--- config.mk ---
export PLATFORM = sky130hd
export DESIGN_NAME = instruction_fetch
export DESIGN_NICKNAME = d
export VERILOG_FILES = /design/src/rtl/instruction_fetch_pkg.sv /design/src/rtl/fetch_queue.sv /design/src/rtl/instruction_fetch.sv
export SDC_FILE = /design/constraint.sdc
export NUM_CORES = 1
export LEC_CHECK = 0
export CORE_AREA = 10 10 187 136
export CTS_CLUSTER_SIZE = 12
export DETAILED_ROUTE_END_ITERATION = 8
export DIE_AREA = 0 0 197 146
export GPL_ROUTABILITY_DRIVEN = 0
export GPL_TIMING_DRIVEN = 0
export PLACE_DENSITY = 0.84
export SETUP_SLACK_MARGIN = 0.2
export SLEW_MARGIN = 20
export SYNTH_ARGS = -nofsm -noshare
export SYNTH_HDL_FRONTEND = slang
export SYNTH_SLANG_ARGS = --single-unit
--- constraint.sdc ---
create_clock -name clk -period 7.9 [get_ports clk]
set_input_delay 1.975 -clock clk [delete_from_list [all_inputs] [get_ports clk]]
set_output_delay 1.975 -clock clk [all_outputs]
set_load 0.01 [all_outputs]
--- src/rtl/instruction_fetch_pkg.sv ---
// Shared types and constants for the instruction fetch front end.
package instruction_fetch_pkg;

    localparam logic [31:0] DEFAULT_RESET_PC = 32'h0000_0000;
    localparam int          INSTR_BYTES      = 4;

    typedef enum logic [1:0] {
        FETCH_RESET,
        FETCH_RUN,
        FETCH_FLUSH
    } fetch_state_t;

    typedef struct packed {
        logic [31:0] pc;
        logic [31:0] instr;
    } fetch_entry_t;

endpackage

--- src/rtl/fetch_queue.sv ---
// Small in-order FIFO with registered storage; the head is read directly from
// the storage flops, so a pushed entry becomes visible the cycle after the push.
module fetch_queue #(
    parameter int WIDTH = 32,
    parameter int DEPTH = 2,
    localparam int AW   = $clog2(DEPTH),
    localparam int CW   = AW + 1
) (
    input  logic             clk,
    input  logic             reset,
    input  logic             flush,
    input  logic             push,
    input  logic [WIDTH-1:0] push_data,
    input  logic             pop,
    output logic [WIDTH-1:0] head_data,
    output logic [CW-1:0]    count
);

    logic [WIDTH-1:0] mem_q [DEPTH];
    logic [AW-1:0]    wr_ptr_q, wr_ptr_d;
    logic [AW-1:0]    rd_ptr_q, rd_ptr_d;
    logic [CW-1:0]    count_q, count_d;
    logic             do_push, do_pop;
    logic [DEPTH-1:0] wr_en;

    always_comb begin
        do_push  = push && (count_q != CW'(DEPTH));
        do_pop   = pop && (count_q != '0);
        wr_ptr_d = wr_ptr_q;
        rd_ptr_d = rd_ptr_q;
        count_d  = count_q;
        if (flush) begin
            wr_ptr_d = '0;
            rd_ptr_d = '0;
            count_d  = '0;
        end else begin
            if (do_push) wr_ptr_d = wr_ptr_q + AW'(1);
            if (do_pop)  rd_ptr_d = rd_ptr_q + AW'(1);
            count_d = count_q + CW'(do_push) - CW'(do_pop);
        end
    end

    generate
        for (genvar gi = 0; gi < DEPTH; gi++) begin : g_wr_en
            assign wr_en[gi] = do_push && !flush && (wr_ptr_q == AW'(gi));
        end
    endgenerate

    always_ff @(posedge clk) begin
        if (!reset) begin
            wr_ptr_q <= '0;
            rd_ptr_q <= '0;
            count_q  <= '0;
            for (int i = 0; i < DEPTH; i++) mem_q[i] <= '0;
        end else begin
            wr_ptr_q <= wr_ptr_d;
            rd_ptr_q <= rd_ptr_d;
            count_q  <= count_d;
            for (int i = 0; i < DEPTH; i++) begin
                if (wr_en[i]) mem_q[i] <= push_data;
            end
        end
    end

    assign head_data = mem_q[rd_ptr_q];
    assign count     = count_q;

endmodule

--- src/rtl/instruction_fetch.sv ---
// Fetch stage: PC register, credit-limited request issue, PC tag tracking and
// an instruction queue toward decode, with redirect-driven flush of stale data.
module instruction_fetch
    import instruction_fetch_pkg::*;
#(
    parameter logic [31:0] RESET_PC = DEFAULT_RESET_PC,
    parameter int          DEPTH    = 2
) (
    input  logic        clk,
    input  logic        reset,
    input  logic        redirect_valid,
    input  logic [31:0] redirect_pc,
    output logic        imem_req_valid,
    output logic [31:0] imem_req_addr,
    input  logic        imem_req_ready,
    input  logic        imem_rsp_valid,
    input  logic [31:0] imem_rsp_data,
    output logic        instr_valid,
    output logic [31:0] instr,
    output logic [31:0] instr_pc,
    input  logic        instr_ready
);

    localparam int CW = $clog2(DEPTH) + 1;

    fetch_state_t  state_q, state_d;
    logic [31:0]   pc_q, pc_d;
    logic [CW-1:0] outstanding_q, outstanding_d;
    logic [CW-1:0] drop_cnt_q, drop_cnt_d;
    logic [CW-1:0] instr_count, tag_count;
    logic [CW:0]   credits_used;
    logic [31:0]   tag_pc;
    fetch_entry_t  push_entry, head_entry;
    logic          req_fire, rsp_take, rsp_push, instr_pop;

    always_comb begin
        // Queued plus in-flight words may never exceed the queue depth.
        credits_used   = {1'b0, outstanding_q} + {1'b0, instr_count};
        imem_req_valid = (state_q != FETCH_RESET) && !redirect_valid
                         && (credits_used < (CW+1)'(DEPTH));
        req_fire       = imem_req_valid && imem_req_ready;
        rsp_take       = imem_rsp_valid && (outstanding_q != '0);
        rsp_push       = rsp_take && (drop_cnt_q == '0) && !redirect_valid;
        instr_pop      = instr_valid && instr_ready && !redirect_valid;
        push_entry.pc    = tag_pc;
        push_entry.instr = imem_rsp_data;

        outstanding_d = outstanding_q + CW'(req_fire) - CW'(rsp_take);

        pc_d = pc_q;
        if (redirect_valid) pc_d = {redirect_pc[31:2], 2'b00};
        else if (req_fire)  pc_d = pc_q + 32'(INSTR_BYTES);

        // Everything still in flight after a redirect belongs to the old path.
        drop_cnt_d = drop_cnt_q;
        if (redirect_valid)                      drop_cnt_d = outstanding_d;
        else if (rsp_take && drop_cnt_q != '0)   drop_cnt_d = drop_cnt_q - CW'(1);

        state_d = state_q;
        case (state_q)
            FETCH_RESET: state_d = FETCH_RUN;
            default:     state_d = (drop_cnt_d != '0) ? FETCH_FLUSH : FETCH_RUN;
        endcase
    end

    always_ff @(posedge clk) begin
        if (!reset) begin
            state_q       <= FETCH_RESET;
            pc_q          <= RESET_PC;
            outstanding_q <= '0;
            drop_cnt_q    <= '0;
        end else begin
            state_q       <= state_d;
            pc_q          <= pc_d;
            outstanding_q <= outstanding_d;
            drop_cnt_q    <= drop_cnt_d;
        end
    end

    always_ff @(posedge clk) begin
        if (reset) begin
            assert (!imem_rsp_valid || outstanding_q != '0);
            assert (tag_count == outstanding_q);
        end
    end

    // Tag queue keeps running across redirects so stale responses still pop their PC.
    fetch_queue #(.WIDTH(32), .DEPTH(DEPTH)) u_tag_queue (
        .clk       (clk),
        .reset     (reset),
        .flush     (1'b0),
        .push      (req_fire),
        .push_data (pc_q),
        .pop       (rsp_take),
        .head_data (tag_pc),
        .count     (tag_count)
    );

    fetch_queue #(.WIDTH($bits(fetch_entry_t)), .DEPTH(DEPTH)) u_instr_queue (
        .clk       (clk),
        .reset     (reset),
        .flush     (redirect_valid),
        .push      (rsp_push),
        .push_data (push_entry),
        .pop       (instr_pop),
        .head_data (head_entry),
        .count     (instr_count)
    );

    assign imem_req_addr = pc_q;
    assign instr_valid   = (instr_count != '0);
    assign instr         = head_entry.instr;
    assign instr_pc      = head_entry.pc;

endmodule

* Yosys cells after proc, flatten, opt, wreduce, memory -nomap -nowiden
Memory sizes are Yosys's and may differ from the RTL's. A register that Yosys moved wholly into a read port is not among the register bits.
Index checks and enable logic that the tools add are counted.
** Storage, ports and cells
- Bits in registers :: 46
- RAM bits :: 192
- Input bits :: 70
- Word-level logic and storage cells :: 94
- Memories kept :: 2
** Cells by class
- $add $sub $neg :: 13
- Order comparisons :: 1
- Equal/unequal tests :: 2
- Muxes and demuxes :: 27
- Bitwise gates (word level) :: 7
- Reductions and logical operators :: 30
** Memories
- u_instr_queue.mem_q :: depth 2, width 64, rd ports 1, clocked after Yosys merged registers in 1, write ports 2, line fetch_queue.sv:19 : logic [WIDTH-1:0] mem_q [DEPTH];
- u_tag_queue.mem_q :: depth 2, width 32, rd ports 1, clocked after Yosys merged registers in 1, write ports 2, line fetch_queue.sv:19
** Operators by type and width (count)
- $mux W32 :: 4
- $mux W64 :: 2
- $add A32 B3 Y32 const B :: 1
- $logic_and A1 B1 Y1 :: 18
- $mux W1 :: 18
- $reduce_bool A2 Y1 :: 7
- $add A2 B1 Y2 :: 3
- $mux W2 :: 3
- $sub A2 B1 Y2 :: 3
- $add A1 B1 Y1 const B :: 4
- $logic_not A2 Y1 :: 2
- $ne A2 B2 Y1 const B :: 2
- $or A1 B1 Y1 :: 4
- $reduce_or A2 Y1 :: 2
- $add A2 B2 Y3 :: 1
- $lt A3 B2 Y1 const B :: 1
- $not A1 Y1 :: 3
- $sub A2 B1 Y2 const B :: 1
- $logic_not A1 Y1 :: 1

* Depth between registers and ports, before layout
- Word-level depth :: 11
- Mapped depth :: 14

* By module
A second synthesis with hierarchy kept.
** Unflattened totals
- Cell total of the unflattened synthesis :: 741
- Area total of the unflattened synthesis :: 10550.1 um^2
** By module, submodules not included
- fetch_queue at u_instr_queue :: times used 1, cells an instance 297, area each 5504.0 um^2, sequential area each 3943.8 um^2
- fetch_queue at u_tag_queue :: times used 1, cells an instance 162, area each 2852.7 um^2, sequential area each 2021.9 um^2
- instruction_fetch :: times used 1, cells an instance 282, area each 2193.4 um^2, sequential area each 720.7 um^2

* Worst setup path after synthesis
Ideal clock, no wire load.
- Kind :: input-to-reg
- Start :: input redirect_valid
- End :: memory u_instr_queue.mem_q[0][0] in the netlist's numbering, enable pin
- Library setup time :: 0.574 ns
- Arrival time :: 7.099 ns
- Setup slack :: 0.227 ns
- Cell stages on the path :: 4
- Cells stage by stage :: buf_2 -> buf_1 -> buf_6 -> o31ai_1
** RTL lines
- start: declaration :: line instruction_fetch.sv:11 : input logic redirect_valid,
- end: declaration :: line fetch_queue.sv:19

* Worst setup path in the final report
- Start :: input redirect_valid
- End :: output imem_req_valid
** On the way
- Longest elaborated chain between the ends :: 3
** RTL lines
- $logic_not A1 Y1 :: line instruction_fetch.sv:39 : imem_req_valid = (state_q != FETCH_RESET) && !redirect_valid
- $logic_and A1 B1 Y1 :: line instruction_fetch.sv:39
- $logic_and A1 B1 Y1 :: line instruction_fetch.sv:40 : && (credits_used < (CW+1)'(DEPTH));
- end: declaration :: line instruction_fetch.sv:13 : output logic imem_req_valid,
No other way between the ends.

==> results.toml <==
[cells_and_area]
layout_common_cells = "edfxtp_1, clkdlybuf4s50_1, nor2_1"
layout_commonest_cell = "edfxtp_1"
final_core_util = 0.567
fin_area_um2 = 12500
drive_gt1_frac = 0.134
nets = 987
diodes = 0
multi_input_area_um2 = 3060
fill_cells = 1805
area_growth_pct = 29.2
seqCellArea_um2 = 6450

[global_routing]
gr-total-overflow = 0
grt_max_degree = 49
grt_first_pass_wirelength_mm = 37.5
first_global_vias = 6560
grt_use_total = 0.165
antenna_found_initial = 0

[clock_tree]
clock_latency_ns = 0.52
ctsResizeCount = 0
cts_max_level = 1
clockBufferDepth = 3
cts_setup_buffers = 0
clkTransAtPathRegs_ns = 0.06
root_buffer = "clkbuf_16"
cts.hold.buffers_added = 0
cts.sinks = 230
cts_buffers = 24
cts_tree = "built"

[route]
drcViolationCount = 0
drt-total-wl_mm = 24.7
wl_per_cell_um = 20.3
drtPass1Iterations = 5
drt_iter0_markers = 635
vias = 6551
antenna_left = 0
via_per_inst = 5.40

[worst_setup_path]
required_ns = 5.93
critPathArrivalTime_ns = 3.31
path_max_fanout = 8
endpoint_kind = "output pin"
worstSetupPathType = "in -> out"
crit_path_start_kind = "input port"
r2r_setup_slack_ns = 4.41

[placement]
io_buffers = 160
dpl_cell_area_um2 = 11800
post-dp-hpwl_mm = 17.8

[sta]
clock.fmax_ghz = 0.189
fin_hold_ws_ns = 0.530
hold_viol_final = 0
slew_violations = 0
worstMarginPinSlew_ns = 0.918
fin_skew_ns = 0.0173
rsz0062_at_grt = "false"
finalSetupViolCount = 0
fin_crit_sh = 0.669
period_minus_slack_ns = 5.29
relSlewSlack = 0.382

[pwr]
cellPowerDensity_nw_per_um2 = 228
ir_drop_mv = 0.142
leakage_uw = 0.00449

[die]
die_w_um = 197
die_h_um = 146
rows = 46
io_pins = 168
core_um2 = 22100
dieArea_um2 = 28800
start_util = 0.439

[logic_synthesis]
syn_area_um2 = 9710
synth_edf_count = 184
yosysWarnings = 0
synth-seq-cells = 230
syn_inst = 711
synth_cell_types = 53
syn_avg_cell_area_um2 = 13.7
async_reset_ff_frac = 0
synth_top_area_frac = 0.569
ys_top_cells_by_area = "edfxtp_1, dfxtp_1, mux2_2"
yosysTopAreaCell = "edfxtp_1"
yosysSeqAreaShare = 0.664
ys.flop_type = "edfxtp_1"

[worst_hold_path]
hp-class = "reg -> reg"

[run_status]
status = "completed"

[run]
maxCapViolCount = 0
-- synth_stat cells, drive strengths merged, types with 2 or more instances --
master,number
nor3b,2
nor2,67
o31ai,4
o21ai,20
edfxtp,184
nand4,14
mux2,62
nand2b,3
nor4,3
a21oi,18
buf,14
or3,2
and3,8
clkbuf,25
and4,2
nor3,9
o211ai,4
a32oi,2
o22ai,3
xnor2,12
or2,2
a211oi,2
nand2,24
mux2i,32
and2,62
nand3,20
dfxtp,46
ha,8
o21a,4
inv,17
xor2,17
a22oi,3
a31oi,7
-- worst paths after layout --
path                                        startpoint             end  cells after the start
worst min register to register  u_instr_queue.rd_ptr_q       flip-flop                      2
worst max register to register        outstanding_q[0]      state_q[1]                     14
worst max-delay path                    redirect_valid  imem_req_valid                      4
worst min-delay path            u_instr_queue.rd_ptr_q       flip-flop                      2
-- report_power, final --
part | switching [uW] | leakage [uW] | internal (uW) | total [uW]
clock network | 441 | 0.000340 | 583 | 1020
logic | 201 | 0.00186 | 188 | 389
registers | 45.3 | 0.00229 | 1400 | 1450
-- routing by layer --
| layer | share of wire | up-vias | GRT usage |
|---|---|---|---|
| met2 | 0.47 | 296 | 0.270 |
| met1 | 0.42 | 3220 | 0.218 |
| met5 | 0 | - | 0 |
| met4 | 0.019 | 0 | 0.0345 |
| li1 | - | 2991 | - |
| met3 | 0.087 | 44 | 0.0402 |
-- through the flow --
stage / setup WS (ns) / total power [uW] / TNS, ns / cells
floorplan: 0.227 / 1660 / 0 / 714
global placement: -3.41 / 1840 / -210.83 / 1162
detailed placement: 2.61 / 1860 / 0 / 1170
CTS: 2.59 / 2880 / 0 / 1213
global route: 2.52 / 2980 / 0 / 1213
finish: 2.61 / 2860 / 0 / 1213
-- state kept, by name, summed over array words and instances (netlist names), named ones only --
name / cells
drop_cnt_q: 2
imem_req_addr: 30
outstanding_q: 2
state_q: 2
u_instr_queue.count: 2
u_instr_queue.mem_q: 124
u_instr_queue.rd_ptr_q: 1
u_instr_queue.wr_ptr_q: 1
u_tag_queue.count: 2
u_tag_queue.mem_q: 60
u_tag_queue.rd_ptr_q: 1
u_tag_queue.wr_ptr_q: 1
-- critical path: stages --
cell and delay (ns):
buf_2 0.17, or3_4 0.42, nor2_1 0.17, clkdlybuf4s50_1 0.57
-- final cells by class --
class,instances,area share
Buffer,39,0.0146
Clock buffer,38,0.0537
Clock inverter,5,0.00259
Inverter,17,0.00509
Multi-Input combinational cell,428,0.244
Sequential cell,230,0.514
Tap cell,288,0.0287
Timing Repair Buffer,168,0.137
-- kinds of logic after synthesis --
kind of cell               Yosys count  share of synthesized area
DFF                                230                      0.664
and+or+nand+nor                    219                      0.120
muxes                               94                      0.105
AOI/OAI and AO/OA                   73                     0.0464
buffers and inverters               56                     0.0254
xor gates and xnor gates            29                     0.0262
adders and majority gates            9                     0.0124
other                                1                   0.000386
Power figures use the tool's default switching activity.
